### src/rtl/rob_mc_pkg.sv
// Shared encodings and entry layout for the multi-commit reorder buffer.
package rob_mc_pkg;
  localparam int DATA_W    = 32;
  localparam int REG_IDX_W = 5;

  typedef enum logic [1:0] {
    ROB_OP_REG = 2'd0,
    ROB_OP_BR  = 2'd1,
    ROB_OP_MEM = 2'd2
  } rob_op_e;

  typedef struct packed {
    logic                 valid;
    logic                 ready;
    rob_op_e              op;
    logic [REG_IDX_W-1:0] dest;
    logic [DATA_W-1:0]    val;
    logic                 pred_jump;
    logic [DATA_W-1:0]    pc;
    logic [DATA_W-1:0]    alt_pc;
  } rob_entry_t;
endpackage

### src/rtl/rob_mc_commit_sel.sv
// Combinational commit-lane selection: which head entries retire this cycle.
module rob_commit_sel #(
  parameter int COMMIT_W = 2,
  parameter int IDX_W    = 4
) (
  input  logic [IDX_W-1:0]                   head,
  input  logic [COMMIT_W-1:0]                lane_valid,
  input  logic [COMMIT_W-1:0]                lane_ready,
  input  logic [COMMIT_W-1:0]                lane_br,
  input  logic                               head_mem,
  input  logic                               head_taken,
  input  logic                               head_pred,
  output logic [COMMIT_W-1:0]                cm_vec,
  output logic [COMMIT_W-1:0][IDX_W-1:0]     lane_idx,
  output logic [1:0]                         n_commit,
  output logic                               mispredict
);
  logic c0;

  // Memory ops retire once valid; their completion is tracked by the LSB.
  assign c0        = lane_valid[0] & (lane_ready[0] | head_mem);
  assign cm_vec[0] = c0;

  for (genvar l = 0; l < COMMIT_W; l++) begin : g_idx
    assign lane_idx[l] = head + IDX_W'(l);
  end

  // A branch always retires alone so a flush never races a second lane.
  if (COMMIT_W > 1) begin : g_lane1
    assign cm_vec[1] = c0 & lane_valid[1] & lane_ready[1] & ~lane_br[0] & ~lane_br[1];
  end

  always_comb begin
    n_commit = '0;
    for (int l = 0; l < COMMIT_W; l++) n_commit = n_commit + 2'(cm_vec[l]);
  end

  assign mispredict = c0 & lane_br[0] & (head_taken != head_pred);
endmodule

### src/rtl/rob_mc.sv
// Parametrised multi-commit reorder buffer with occupancy count.
// Optional ROB_WB_FWD_EN: operand queries also see same-cycle writebacks.
module rob_mc
  import rob_mc_pkg::*;
#(
  parameter int ROB_SIZE   = 16,
  parameter int COMMIT_W   = 2,
  parameter int FULL_SLACK = 3,
  parameter int IDX_W      = $clog2(ROB_SIZE)
) (
  input  logic                      clk,
  input  logic                      rst_n_in,
  input  logic                      rdy_in,
  input  logic                      alloc_en,
  input  logic [1:0]                alloc_op,
  input  logic [4:0]                alloc_dest,
  input  logic                      alloc_ready,
  input  logic [31:0]               alloc_val,
  input  logic                      alloc_pred_jump,
  input  logic [31:0]               alloc_pc,
  input  logic [31:0]               alloc_alt_pc,
  output logic [IDX_W-1:0]          alloc_idx,
  output logic                      full,
  output logic                      empty,
  output logic [IDX_W:0]            count,
  input  logic                      rs_wb_en,
  input  logic [IDX_W-1:0]          rs_wb_idx,
  input  logic [31:0]               rs_wb_val,
  input  logic                      lsb_wb_en,
  input  logic [IDX_W-1:0]          lsb_wb_idx,
  input  logic [31:0]               lsb_wb_val,
  input  logic [IDX_W-1:0]          rs1_q_idx,
  input  logic [IDX_W-1:0]          rs2_q_idx,
  output logic                      rs1_q_ready,
  output logic                      rs2_q_ready,
  output logic [31:0]               rs1_q_val,
  output logic [31:0]               rs2_q_val,
  output logic [COMMIT_W-1:0]       cm_en,
  output logic [COMMIT_W-1:0]       cm_rf_en,
  output logic [COMMIT_W*IDX_W-1:0] cm_idx,
  output logic [COMMIT_W*5-1:0]     cm_dest,
  output logic [COMMIT_W*32-1:0]    cm_val,
  output logic                      br_en,
  output logic [31:0]               br_pc,
  output logic                      br_taken,
  output logic                      flush,
  output logic [31:0]               flush_pc
);
  rob_entry_t ent [ROB_SIZE];
  logic [IDX_W-1:0] head, tail;
  logic [IDX_W:0]   cnt;

  logic [COMMIT_W-1:0]            l_valid, l_ready, l_br, cm_vec;
  logic [COMMIT_W-1:0][IDX_W-1:0] l_idx;
  logic [1:0]                     n_commit;
  logic                           mispredict, alloc_ok, rs_ok, lsb_ok;

  always_comb begin
    for (int l = 0; l < COMMIT_W; l++) begin
      l_valid[l] = ent[l_idx[l]].valid;
      l_ready[l] = ent[l_idx[l]].ready;
      l_br[l]    = ent[l_idx[l]].op == ROB_OP_BR;
    end
  end

  rob_commit_sel #(.COMMIT_W(COMMIT_W), .IDX_W(IDX_W)) u_sel (
    .head       (head),
    .lane_valid (l_valid),
    .lane_ready (l_ready),
    .lane_br    (l_br),
    .head_mem   (ent[head].op == ROB_OP_MEM),
    .head_taken (ent[head].val[0]),
    .head_pred  (ent[head].pred_jump),
    .cm_vec     (cm_vec),
    .lane_idx   (l_idx),
    .n_commit   (n_commit),
    .mispredict (mispredict)
  );

  // The flush cycle and a mispredicting commit both swallow new work.
  assign alloc_ok = rdy_in & ~flush & ~mispredict & alloc_en & (cnt != (IDX_W+1)'(ROB_SIZE));
  assign rs_ok    = rdy_in & ~flush & rs_wb_en  & ent[rs_wb_idx].valid;
  assign lsb_ok   = rdy_in & ~flush & lsb_wb_en & ent[lsb_wb_idx].valid;

  assign alloc_idx = tail;
  assign count     = cnt;
  assign empty     = cnt == '0;
  assign full      = int'(cnt) >= ROB_SIZE - FULL_SLACK;

  always_ff @(posedge clk) begin
    if (!rst_n_in) begin
      head <= '0; tail <= '0; cnt <= '0;
      for (int i = 0; i < ROB_SIZE; i++) ent[i].valid <= 1'b0;
      cm_en <= '0; cm_rf_en <= '0; cm_idx <= '0; cm_dest <= '0; cm_val <= '0;
      br_en <= 1'b0; br_pc <= '0; br_taken <= 1'b0;
      flush <= 1'b0; flush_pc <= '0;
    end else if (rdy_in) begin
      cm_en <= cm_vec;
      for (int l = 0; l < COMMIT_W; l++) begin
        cm_rf_en[l]             <= cm_vec[l] & (ent[l_idx[l]].op == ROB_OP_REG);
        cm_idx[l*IDX_W +: IDX_W] <= cm_vec[l] ? l_idx[l] : '0;
        cm_dest[l*5 +: 5]       <= cm_vec[l] ? ent[l_idx[l]].dest : '0;
        cm_val[l*32 +: 32]      <= cm_vec[l] ? ent[l_idx[l]].val : '0;
      end
      br_en    <= cm_vec[0] & l_br[0];
      br_pc    <= (cm_vec[0] & l_br[0]) ? ent[head].pc : '0;
      br_taken <= cm_vec[0] & l_br[0] & ent[head].val[0];
      flush    <= mispredict;
      flush_pc <= mispredict ? ent[head].alt_pc : '0;
      if (mispredict) begin
        head <= '0; tail <= '0; cnt <= '0;
        for (int i = 0; i < ROB_SIZE; i++) ent[i].valid <= 1'b0;
      end else begin
        // Later assignments win: LSB over RS, allocation over both.
        if (rs_ok) begin
          ent[rs_wb_idx].ready <= 1'b1;
          ent[rs_wb_idx].val   <= rs_wb_val;
        end
        if (lsb_ok) begin
          ent[lsb_wb_idx].ready <= 1'b1;
          ent[lsb_wb_idx].val   <= lsb_wb_val;
        end
        for (int l = 0; l < COMMIT_W; l++)
          if (cm_vec[l]) ent[l_idx[l]].valid <= 1'b0;
        if (alloc_ok) begin
          ent[tail].valid     <= 1'b1;
          ent[tail].ready     <= alloc_ready;
          ent[tail].op        <= rob_op_e'(alloc_op);
          ent[tail].dest      <= alloc_dest;
          ent[tail].val       <= alloc_val;
          ent[tail].pred_jump <= alloc_pred_jump;
          ent[tail].pc        <= alloc_pc;
          ent[tail].alt_pc    <= alloc_alt_pc;
        end
        head <= head + IDX_W'(n_commit);
        tail <= tail + IDX_W'(alloc_ok);
        cnt  <= cnt + (IDX_W+1)'(alloc_ok) - (IDX_W+1)'(n_commit);
      end
    end
  end

  logic [IDX_W-1:0] q_idx [2];
  logic             q_rdy [2];
  logic [31:0]      q_val [2];

  assign q_idx[0] = rs1_q_idx;
  assign q_idx[1] = rs2_q_idx;

  always_comb begin
    for (int p = 0; p < 2; p++) begin
      q_rdy[p] = ent[q_idx[p]].valid & ent[q_idx[p]].ready;
      q_val[p] = ent[q_idx[p]].val;
`ifdef ROB_WB_FWD_EN
      if (rs_ok && rs_wb_idx == q_idx[p]) begin
        q_rdy[p] = 1'b1;
        q_val[p] = rs_wb_val;
      end
      if (lsb_ok && lsb_wb_idx == q_idx[p]) begin
        q_rdy[p] = 1'b1;
        q_val[p] = lsb_wb_val;
      end
`endif
      if (alloc_ok && alloc_ready && tail == q_idx[p]) begin
        q_rdy[p] = 1'b1;
        q_val[p] = alloc_val;
      end
    end
  end

  assign rs1_q_ready = q_rdy[0];
  assign rs1_q_val   = q_val[0];
  assign rs2_q_ready = q_rdy[1];
  assign rs2_q_val   = q_val[1];
endmodule

### config.mk
export PLATFORM = sky130hd
export DESIGN_NAME = rob_mc
export DESIGN_NICKNAME = d
export VERILOG_FILES = /design/src/rtl/rob_mc_pkg.sv /design/src/rtl/rob_mc_commit_sel.sv /design/src/rtl/rob_mc.sv
export SDC_FILE = /design/constraint.sdc
export NUM_CORES = 2
export LEC_CHECK = 0
export BUFFER_PORTS_ARGS = -buffer_cell sky130_fd_sc_hd__buf_2
export CAP_MARGIN = 15
export CORE_ASPECT_RATIO = 1.25
export CORE_MARGIN = 3
export CORE_UTILIZATION = 35
export DETAILED_ROUTE_END_ITERATION = 12
export RECOVER_POWER = 25
export SLEW_MARGIN = 30
export SYNTH_ARGS = -nofsm -noshare
export SYNTH_HDL_FRONTEND = slang
export SYNTH_SLANG_ARGS = --single-unit
### constraint.sdc
create_clock -name clk -period 18.2 [get_ports clk]
set_clock_uncertainty 0.05 [all_clocks]
set_input_delay 1.82 -clock clk [delete_from_list [all_inputs] [get_ports clk]]
set_output_delay 1.82 -clock clk [all_outputs]
set_load 0.005 [all_outputs]
Word level (Yosys, flattened, before mapping)
Memory sizes are Yosys's and may differ from the RTL's. A register that Yosys moved wholly into a read port is not among the register bits.
Cells that the tools add are included.

word-level totals
  bits in registers = 166
  memory bits (writable) = 1696
  input bits = 191
  output and inout port bits = 230
  logic and storage cells = 158
  memories kept = 1

memory list
  memory  words  bits a word  rd ports  clocked after memory_dff  wr ports  line          RTL
  ent     16     106          6         1                         16        rob_mc.sv:49  rob_entry_t ent [ROB_SIZE];

cells by class
  add/subtract/negate cells = 6
  order comparisons = 1
  equality and inequality tests = 7
  mux-type cells = 78
  bitwise logic cells = 41
  reductions and logical operators = 11

operators by type and width
  operator                                                           count
  two-way mux 106 bit                                                5
  OR reduction 106 bit                                               5
  two-way mux 32 bit                                                 6
  two-way mux 1 bit                                                  48
  two-way mux 4 bit                                                  11
  bitwise AND 1 bit                                                  20
  OR 1 bit                                                           17
  two-way mux 5 bit                                                  3
  == test 4 bit                                                      2
  two-way mux 2 bit                                                  3
  two-way mux 3 bit                                                  2
  adder 5 x 1 -> 5 bit                                               1
  greater-or-equal comparator 5 x 4 -> 1 bit, second input constant  1
  zero test 5 bit                                                    1
  inequality test 5 bit, second input constant                       1
  subtractor 5 x 2 -> 5 bit                                          1
  adder 4 x 1 -> 4 bit                                               1
  adder 4 x 1 -> 4 bit, second input constant                        1
  adder 4 x 2 -> 4 bit                                               1
  == test 2 x 1 -> 1 bit, second input constant                      2
  zero test 2 bit                                                    2
  inverter 1 bit                                                     4
  logical AND 1 bit                                                  3
  adder 1 x 1 -> 2 bit                                               1
  2 further kinds                                                    2

Logic depth before layout (Yosys ltp)
  depth in word-level cells = 16
  mapped depth = 24
  gate-level depth less buffers = 20

Cells and area by module
From an unflattened synthesis, not the netlist that was laid out.

unflattened totals
  cells, all modules = 6375
  area, all modules = 95469.1 um^2

modules (own cells, without submodules)
  module          instances  cells an instance  area an instance (um^2)  seq. area each (um^2)
  rob_mc          1          6359               95330.2                  54011.8
  rob_commit_sel  1          16                 138.9                    0.0

Least setup slack after synthesis
Ideal clock, no wire load.

  path kind = register to register
  start = register with a tool-made name
  end = memory ent[13][0] (netlist bit), enable pin
  setup time = 680 ps
  arrival time = 9349 ps
  required time = 17470 ps
  slack = 8121 ps
  cell stages (with the launch flop) = 11
  buffers on the path = 4
  period minus slack after synthesis = 10079 ps
  cell sequence = dfxtp_1 -> buf_2 -> buf_1 -> mux4_2 -> a22oi_1 -> nand3_2 -> xnor2_4 -> buf_4 -> buf_2 -> nor2_1 -> nor4_1

RTL lines
  item              line
  end: declaration  rob_mc.sv:49

==> impl_metrics.csv <==
group,metric,value,unit
power,vdd_drop_max,83.8,uV
detailed_routing,dr.pass1.iters,6,
logic_synthesis,yosys-top-cells-area,"edfxtp_1 52%, mux4_2 24%, mux2_2 6.7%",
cts,cts_buffers,203,
setup_path,cp_slowest_cell,"or4_2",
timing,rsz0062_at_grt,"false",
cts,clkTransAtPathRegs,0.06,ns
hold_path,hold_end,"br_en",
logic_synthesis,synthCells,5498,
floorplanning,die_x,477,um
floorplanning,core_region_area,275000,um^2
cts,cts_tree,"done",
setup_path,cp-start-kind,"register",
status,status,"finished clean",
placement,port_buffers,420,
hold_path,hold_class,"reg -> reg",
setup_path,crit_type,"reg -> out",
setup_path,critPathCaptureType,"output pin",
cts,insertion_delay,0.87,ns
timing,finalSetupTns,0,ns
cts,htree_levels,4,
logic_synthesis,synth_edf_count,1664,
floorplanning,ios,421,
cts,clockRootBuffer,"clkbuf_16",
logic_synthesis,synth_area_per_cell,17.6,um^2
global_route,antenna_found_initial,84,
detailed_routing,routed_wl,339000,um
floorplanning,fp-row-count,215,
hold_path,hold_path.startpoint,"br_en",
power,finalPower,9.70,mW
cts,post_cts_buffers,0,
setup_path,crit_fanout,131,
detailed_routing,routedWlPerCell,35.4,um
final_layout,nFillCells,24812,
detailed_routing,vias,58974,
setup_path,worstPathArrival,6.56,ns
timing,fin_crit_sh,0.463,
detailed_routing,postRouteAntennaNets,0,
logic_synthesis,synth_top_cell_area_share,0.516,
timing,drv_slew,0,
setup_path,path_cells,"buf_12 > nor2b_1 > nand2_1 > and4_1 > or4_2 > o21ai_4 > nor2_4 > buf_4 > mux2_2 > buf_2",
logic_synthesis,ys_seq_elements,1866,
timing,min_period,8.43,ns
floorplanning,die_area,283000,um^2
timing,slew_headroom,0.273,
global_route,grt_util_all_layers,0.235,
job,maxCapViolations,0,
global_route,grt_first_pass_wirelength,476000,um
setup_path,r2r_setup_slack,10.87,ns
cts,cts_resized,0,
final_layout,register_area,54000,um^2
logic_synthesis,ys_seq_area_frac,0.558,
timing,worst_pin_slew,1.09,ns
power,power_leakage,35.3,nW
placement,place_hpwl,198000,um
final_layout,drive_above_1_share,0.427,
global_route,grt_pass1_vias,60090,
final_layout,multi_input_area,40500,um^2
setup_path,crit_cells,10,
setup_path,cp.required,16.33,ns
setup_path,max_stage_delay,1.01,ns
timing,max_freq,0.119,GHz
detailed_routing,drc,0,
hold_path,hold_depth,1,
global_route,grt_max_degree,132,
logic_synthesis,async_flop_share,0,
global_route,grt_overflow,0,
logic_synthesis,yosysWarnings,0,
placement,dp.cells,9156,
logic_synthesis,syn-cell-area,96900,um^2
detailed_routing,drt_iter0_drc,7280,
timing,finalHoldViolCount,0,
cts,cts_max_path_buffers,3,
setup_path,reg2reg_depth,10,
cts,hold_buffers,0,
setup_path,critPathBufInv,3,
placement,place_congestion,0.879,
floorplanning,chipHeight,594,um
logic_synthesis,synth-main-ff-cell,"edfxtp_1",
cts,clock_sinks,1866,
logic_synthesis,yosys.area.top_type,"edfxtp_1",
final_layout,fin_util,0.399,
detailed_routing,avgViaCountPerCell,6.16,
power,power_per_cell_area,88.4,nW/um^2
final_layout,nets,5896,
final_layout,layout-area-overhead-vs-synth,13.3,%
logic_synthesis,ys_types,63,
floorplanning,start_util,0.352,
setup_path,worstReg2RegEnd,"ent[5][103]",
logic_synthesis,synth_nets,5713,
setup_path,path_delay_family,"simple AND/OR/NAND/NOR gates",
final_layout,fin_cells,9577,
timing,setup_viol,0,
[kinds of logic after synthesis]
kind of cell / count (synthesis) / synth area share
compound gates: 382 / 0.0295
simple gates: 572 / 0.0270
mux: 2022 / 0.352
flops: 1866 / 0.558
fa+ha+maj: 24 / 0.00325
xor+xnor: 20 / 0.00200
buf+inv: 612 / 0.0285
[synth_stat cells (7+ instances only)]
cell / n
edfxtp_1: 1664
mux4_2: 1020
mux2_2: 574
clkbuf_1: 319
mux2_1: 314
nand2_1: 238
dfxtp_1: 202
nor2_1: 128
buf_1: 121
a21oi_1: 115
mux2i_1: 114
nand3_1: 106
buf_2: 84
a22o_1: 75
a32o_1: 70
buf_6: 40
inv_1: 32
o21ai_0: 23
ha_1: 22
o211ai_1: 18
o2bb2ai_1: 15
and4_1: 14
buf_4: 14
o22ai_1: 13
or3_1: 13
xor2_1: 13
a21boi_0: 9
nand2b_1: 8
nand3b_1: 8
nand4_1: 8
nor2b_1: 8
nor4_1: 8
o211ai_2: 7
[how the worst max path moves through the flow]
stage	startpoint	endpoint	slack [ns]
detailed placement	register	rs1_q_val[27]	10.39
global placement	register	rs1_q_val[25]	9.88
floorplan	register	ent[13][0]	8.12
CTS	register	rs1_q_val[27]	9.45
finish	register	rs1_q_val[27]	9.77
global route	register	rs1_q_val[28]	9.53
[state kept, by name (all words and copies together), names as in the netlist, named ones only]
| register | cells |
|---|---|
| br_pc | 32 |
| flush_pc | 32 |
| flush | 1 |
| alloc_idx | 4 |
| count | 5 |
| cm_val | 64 |
| ent | 1696 |
| head | 4 |
| cm_idx | 8 |
| cm_dest | 10 |
| cm_en | 2 |
| br_en | 1 |
| cm_rf_en | 2 |
| br_taken | 1 |
[where the power goes]
group	total [mW]	internal, mW	switching [mW]
sequential	4.69	4.67	0.0138
combinational	0.691	0.312	0.379
clock	4.33	2.47	1.86
[cell type report]
cell class / count / share of cell area
diodes: 26 / 0.000593
clock inverters: 140 / 0.0149
inverters: 32 / 0.00141
repair buffers: 558 / 0.0310
multi-input cells: 3020 / 0.369
well taps: 3689 / 0.0421
clock buffers: 246 / 0.0490
flip-flops and latches: 1866 / 0.492
[per-stage QoR]
stage	instance area [um^2]	setup WS, ns	hold slack (ns)
floorplan	96900	8.12	0.389
global placement	102000	9.88	0.380
detailed placement	103000	10.39	0.386
CTS	110000	9.45	0.408
global route	110000	9.53	0.421
finish	110000	9.77	0.404
[metal layers]
| metal | up-vias | wire length [um] | GRT usage |
|---|---|---|---|
| met2 | 3328 | 163000 | 0.381 |
| met3 | 776 | 33300 | 0.0674 |
| li1 | 23312 | - | - |
| met5 | - | 364 | 0 |
| met1 | 31504 | 127000 | 0.294 |
| met4 | 54 | 15000 | 0.100 |
[cells in the final DEF (no fill, tap or decap), types with 106 or more instances in the layout]
| master | Yosys | final |
|---|---|---|
| a21oi_1 | 115 | 115 |
| buf_2 | 84 | 352 |
| buf_4 | 14 | 115 |
| clkbuf_16 | 0 | 204 |
| dfxtp_1 | 202 | 197 |
| edfxtp_1 | 1664 | 1664 |
| mux2_1 | 314 | 314 |
| mux2_2 | 574 | 574 |
| mux2i_1 | 114 | 114 |
| mux4_2 | 1020 | 1020 |
| nand2_1 | 238 | 227 |
| nand3_1 | 106 | 106 |
| nor2_1 | 128 | 123 |
Note: power is estimated with default switching activity, not from simulation.
